$ cat config.mk
export PLATFORM = sky130hd
export DESIGN_NAME = pc_sequencer
export DESIGN_NICKNAME = d
export VERILOG_FILES = /design/src/rtl/pc_sequencer.sv
export SDC_FILE = /design/constraint.sdc
export NUM_CORES = 1
export LEC_CHECK = 0
export CAP_MARGIN = 20
export CORE_MARGIN = 2
export CORE_UTILIZATION = 47
export CTS_BUF_LIST = sky130_fd_sc_hd__clkbuf_4 sky130_fd_sc_hd__clkbuf_8
export DETAILED_ROUTE_END_ITERATION = 10
export GPL_TIMING_DRIVEN = 0
export PLACE_DENSITY_LB_ADDON = 0.25
export SYNTH_ARGS = -nofsm -noshare
export SYNTH_HDL_FRONTEND = slang
export SYNTH_SLANG_ARGS = --single-unit
export TNS_END_PERCENT = 1
$ cat constraint.sdc
create_clock -name clk -period 2.1 [get_ports clk]
set_input_delay 0.21 -clock clk [delete_from_list [all_inputs] [get_ports clk]]
set_output_delay 0.21 -clock clk [all_outputs]
set_load 0.01 [all_outputs]
$ cat src/rtl/pc_sequencer.sv
// -----------------------------------------------------------------------------
// pc_sequencer
// Program-counter sequencer for the MIPS fetch stage. It holds the PC register
// and generates the sequential increment. It arbitrates redirects by fixed
// priority: exc > eret > jump > br_taken > parked target > sequential. A
// redirect that arrives while fetch is stalled is parked until stall drops. A
// misaligned redirect target is trapped to EXC_VECTOR.
//
// Ports:
//   clk          in   rising-edge clock
//   rst_n        in   asynchronous active-low reset
//   stall        in   hold the PC this cycle (exc still taken)
//   br_taken     in   branch redirect request, target br_target
//   jump         in   jump redirect request, target jump_target
//   eret         in   return from exception, target epc
//   exc          in   exception, load EXC_VECTOR
//   pc           out  current fetch address (registered)
//   pc_plus      out  pc + STEP, wraps silently (combinational)
//   addr_err     out  one-cycle pulse after a misaligned target was trapped
//   pending      out  a parked redirect is waiting for stall to drop
// -----------------------------------------------------------------------------
module pc_sequencer #(
   parameter int                WIDTH        = 32,
   parameter int                STEP         = 4,
   parameter logic [WIDTH-1:0]  RESET_VECTOR = WIDTH'(32'h0000_0000),
   parameter logic [WIDTH-1:0]  EXC_VECTOR   = WIDTH'(32'h0000_0080)
) (
   input  logic             clk,
   input  logic             rst_n,
   input  logic             stall,
   input  logic             br_taken,
   input  logic [WIDTH-1:0] br_target,
   input  logic             jump,
   input  logic [WIDTH-1:0] jump_target,
   input  logic             eret,
   input  logic [WIDTH-1:0] epc,
   input  logic             exc,
   output logic [WIDTH-1:0] pc,
   output logic [WIDTH-1:0] pc_plus,
   output logic             addr_err,
   output logic             pending
);

   // STEP is a power of two, so the low log2(STEP) bits are STEP-1.
   localparam logic [WIDTH-1:0] ALIGN_MASK = WIDTH'(STEP - 1);

   typedef enum logic {
      ST_RUN    = 1'b0,
      ST_PARKED = 1'b1
   } state_t;

   state_t           state_q,    state_d;
   logic [WIDTH-1:0] pc_q,       pc_d;
   logic [WIDTH-1:0] park_q,     park_d;
   logic             addr_err_q, addr_err_d;

   logic             redir_s;
   logic [WIDTH-1:0] redir_tgt_s;

   // A target is misaligned when any bit below the step granularity is set.
   function automatic logic misaligned(input logic [WIDTH-1:0] tgt);
      if (STEP == 1) begin
         misaligned = 1'b0;
      end else begin
         misaligned = |(tgt & ALIGN_MASK);
      end
   endfunction

   // Sequential increment; modulo 2^WIDTH by truncation.
   assign pc_plus = pc_q + WIDTH'(STEP);

   // Priority selection among live requests and the parked target.
   always_comb begin
      redir_s     = 1'b0;
      redir_tgt_s = pc_plus;
      if (eret) begin
         redir_s     = 1'b1;
         redir_tgt_s = epc;
      end else if (jump) begin
         redir_s     = 1'b1;
         redir_tgt_s = jump_target;
      end else if (br_taken) begin
         redir_s     = 1'b1;
         redir_tgt_s = br_target;
      end else if (state_q == ST_PARKED) begin
         redir_s     = 1'b1;
         redir_tgt_s = park_q;
      end else begin
         redir_s     = 1'b0;
         redir_tgt_s = pc_plus;
      end
   end

   // Next-state computation for pc, parked target, FSM state and error pulse.
   always_comb begin
      pc_d       = pc_q;
      park_d     = park_q;
      state_d    = state_q;
      addr_err_d = 1'b0;
      if (exc) begin
         // Exception wins even over stall and drops any parked redirect.
         pc_d    = EXC_VECTOR;
         park_d  = '0;
         state_d = ST_RUN;
      end else if (stall) begin
         // Only live requests are parked; the newest one overwrites the old.
         // A stalled cycle with no live request leaves any parked target alone.
         if (eret || jump || br_taken) begin
            park_d  = redir_tgt_s;
            state_d = ST_PARKED;
         end else begin
            park_d  = park_q;
            state_d = state_q;
         end
      end else begin
         // Unstalled: the parked target is either consumed or overridden.
         park_d  = '0;
         state_d = ST_RUN;
         if (redir_s && misaligned(redir_tgt_s)) begin
            pc_d       = EXC_VECTOR;
            addr_err_d = 1'b1;
         end else if (redir_s) begin
            pc_d = redir_tgt_s;
         end else begin
            pc_d = pc_plus;
         end
      end
   end

   // State registers with asynchronous reset.
   always_ff @(posedge clk or negedge rst_n) begin
      if (!rst_n) begin
         pc_q       <= RESET_VECTOR;
         park_q     <= '0;
         state_q    <= ST_RUN;
         addr_err_q <= 1'b0;
      end else begin
         pc_q       <= pc_d;
         park_q     <= park_d;
         state_q    <= state_d;
         addr_err_q <= addr_err_d;
      end
   end

   assign pc       = pc_q;
   assign addr_err = addr_err_q;
   assign pending  = (state_q == ST_PARKED);

endmodule

==> results by group <==
Status
  – Outcome: complete, but fails checks
  – Failing checks: hold timing, setup timing

Floorplanning
  – CORE AREA: about 9700 µm²
  – DIE AREA: 10690 µm²
  – IO Pins: 169
  – Site row count: 36
  – Die height: ~100 µm
  – Die width: 103.4 µm
  – Initial Util: 47.96%

Placement
  – Final GP Congestion: 0.9622
  – Placed inst area: ~6500 µm²
  – IO buf count: 166
  – Placed cell count: 880
  – Post-DP HPWL: 14490 µm

Cells and area
  – Diodes inserted: 0
  – Final cell count without fillers: 937
  – Synth-to-layout area growth: 56.01%
  – Multi-input gate area: about 3100 µm²
  – Fill cell count: 730
  – Share of layout cells above drive strength 1: 22.39%
  – Register area: 1672 µm²
  – Post-route cell area: approximately 7200 µm²
  – Layout Nets: around 900

STA
  – WHS: -37.16 ps
  – Max Freq: between 400 and 500 MHz
  – Worst slew pin tran: a little over 900 ps
  – Final setup viols: 39
  – Fin. max-slew vios: 0
  – Worst slew margin: a little under two fifths
  – Crit share post-route: 111.5%
  – Fin Setup TNS: -4204 ps
  – Clock Skews: 12.81 ps
  – Final hold violation count: 9
  – RSZ-0062 raised after global routing: true
  – Min Clock Period, post-route: 2342 ps
  – Min setup slack post-route: -241.9 ps

Clock tree
  – Cts bufs inserted: 9
  – Clk root buf: clkbuf_8
  – Reg clk slew, reported paths: 90 ps
  – Clk Latency, worst-skew pair: 360 ps
  – Maximum root-to-sink buffer count: 2
  – H-Tree Depth: 3
  – CTS tree: done
  – Sink Count: between 60 and 70
  – Hold-fix buffers at CTS: 0

Synthesis
  – Syn Area/Cell: between 7 and 8 µm²
  – Area fraction of the dominant cell type after synthesis: 35.56%
  – FF+latch count, synth: between 60 and 70
  – Synth area leaders: dfrtp_1 36%, a21oi_1 7.7%, nand2_1 5.5%, nor2_1 5.3%, o21ai_0 4.7%
  – Number of synthesized flops with an enable pin: 0
  – Syn_nets: 685
  – Post-synth top area cell: dfrtp_1
  – Ys Warns: 0
  – Netlist Area Pre-Place: 4644 µm²
  – Part of the Yosys area used for sequential elements: 35.56%
  – Synth unique cells: 70
  – Syn Inst Count: 581
  – Ys async rst share: 100.0%
  – Top_reg_cell synth: dfrtp_1

Power and ir drop
  – P_sw: around 1.1 mW
  – PwrDens: a little under 500 nW/µm²
  – Pleak: 3.094 nW
  – Comb power frac: 26.7%
  – Power, Total: 3.525 mW
  – Sw Ratio: 32.04%
  – Sequential Power Share: between 30% and 40%
  – P_int: 2.395 mW
  – Clock power frac: 33.4%
  – Peak supply drop: about 0.00035 V

Setup path
  – CP max FO: 5
  – Critical Path End Type: output port
  – Critical path arrival: 2130 ps
  – CP startpoint kind: flip-flop
  – Crit-path slowest cell: dfrtp_1
  – Worst path top cell family by delay: simple AND/OR/NAND/NOR gates
  – CP bufs+invs: 2
  – Worst path max stage delay: 450 ps
  – Critical path class: reg2out
  – Critical Path RT: 1890 ps
  – CP Cell Sequence: nand2_1 > nor3_4 > buf_4 > and2_4 > nand3_4 > xnor2_1 > buf_2

GRT
  – Largest net degree at the start of global routing: 67
  – Vias in the first global route: 5615
  – First-pass GRT wire length: 30690 µm
  – GRT Util Overall: 38.58%
  – Global route overflow: 0
  – Antenna violations before repair: 0

Flow run
  – Number of max-cap violations: 0

Routing
  – Routed via count: 6045
  – Routed wire per std cell: 23.20 µm
  – Pre-antenna DRT Iters: 5
  – Remaining DRCs: 0
  – Antenna Violating Nets Remaining: 0
  – 1st-iter DRT viols: 566
  – Wirelength, routed: approximately 22000 µm
  – Vias per std cell: 6.451

Worst hold path
  – Hold crit path type: in2async
-- cell usage after synthesis (4+ instances only) --
library cell	count
a21oi_1	71
o31ai_1	5
nand2b_1	7
and3_1	7
a31oi_1	4
nand4_1	10
o21ai_0	44
nor2_1	66
nand2_1	68
nor2b_1	4
a221oi_1	5
xnor2_1	17
a22o_1	6
inv_1	8
buf_2	9
a211oi_1	5
dfrtp_1	66
a21o_1	4
nor3_1	17
o22ai_1	19
nand3_1	12
buf_4	5
and2_1	7
o221ai_1	7
mux2i_1	6
a221o_1	4
xor2_1	7
buf_1	4
clkbuf_1	21
-- timing repair --
| action | CTS | global route |
|---|---|---|
| buffers inserted | 20 | 22 |
| endpoints found under the setup margin | 58 | 73 |
| resized for setup | 129 | 55 |
| pin swaps | 20 | 18 |
-- kinds of logic after synthesis --
kind of cell / synth area share (%)
flip-flops: 35.56
multiplexers: 1.293
AND/OR/NAND/NOR: 24.00
buffers and inverters: 4.849
XOR/XNOR: 5.226
adder cells (fa/ha/maj): 0.2694
AO/OA/AOI/OAI: 28.80
-- worst paths after layout --
check                      startpoint     endpoint  slack, ps  depth (start not counted)
setup / recovery               pc[15]  pc_plus[21]       -240                          7
hold / removal                  rst_n        pc[5]        -40                          1
setup reg to reg                pc[6]       pc[28]       -120                         11
hold reg to reg            park_q[23]   park_q[23]        520                          2
max in group asynchronous       rst_n       pc[28]       1460                          1
min in group clk                 eret    park_q[1]        320                          3
-- power by group through the flow --
stage / clock network, mW / registers [mW] / logic (mW)
after floorplan: 0 / 1.41 / 0.379
after global placement: 0 / 1.41 / 0.866
after detailed placement: 0 / 1.42 / 0.877
after CTS: 1.16 / 1.40 / 0.885
after global routing: 1.22 / 1.41 / 1.00
final: 1.18 / 1.41 / 0.943
-- area by class of cell --
| type | count | area share, % |
|---|---|---|
| buffer | 39 | 2.884 |
| sequential | 66 | 23.07 |
| timing repair buffer | 208 | 26.23 |
| tap | 133 | 2.297 |
| multi-input combinational | 465 | 42.12 |
| clock inverter | 4 | 0.6907 |
| inverter | 10 | 0.5180 |
| clock buffer | 12 | 2.193 |
-- metal layers --
metal	wire (µm)	GRT usage (%)	vias up	share of wire, %
met5	0	0	-	0
met4	893	15.89	0	4.1
met3	2514	7.796	92	12
met2	10030	59.85	512	46
met1	8299	52.79	2880	38
li1	-	-	2561	-
-- layout by cell type (no fill, tap or decap), types with 8 or more instances in the layout --
cell type        instances
clkbuf_2                 8
a21oi_1                 67
buf_2                   23
dfrtp_1                 50
xnor2_2                  8
nor2_1                  64
clkdlybuf4s50_1        140
buf_6                   12
buf_4                   41
nand2_1                 67
o22ai_1                 19
o21ai_0                 40
nor3_1                  14
inv_1                    8
clkbuf_8                11
nand4_1                 10
dfrtp_2                 16
xnor2_1                 10
clkbuf_1                16
-- metrics by stage --
step                      hold WS [ps]  worst slack [ps]  utilization, %
final                           -37.16            -241.9           74.82
after global routing             47.64            -368.7           74.82
after CTS                        5.245            -253.9           72.39
after detailed placement         380.3            -612.3           66.81
after global placement           489.2             -1516           66.83
after floorplan                 -85.59             207.8               -
-- sequential cells by signal, summed over array words and instances, names as in the netlist --
register / flops
addr_err: 1
park_q: 32
pc: 32
pending: 1
Note: power is estimated with default switching activity, not from simulation.
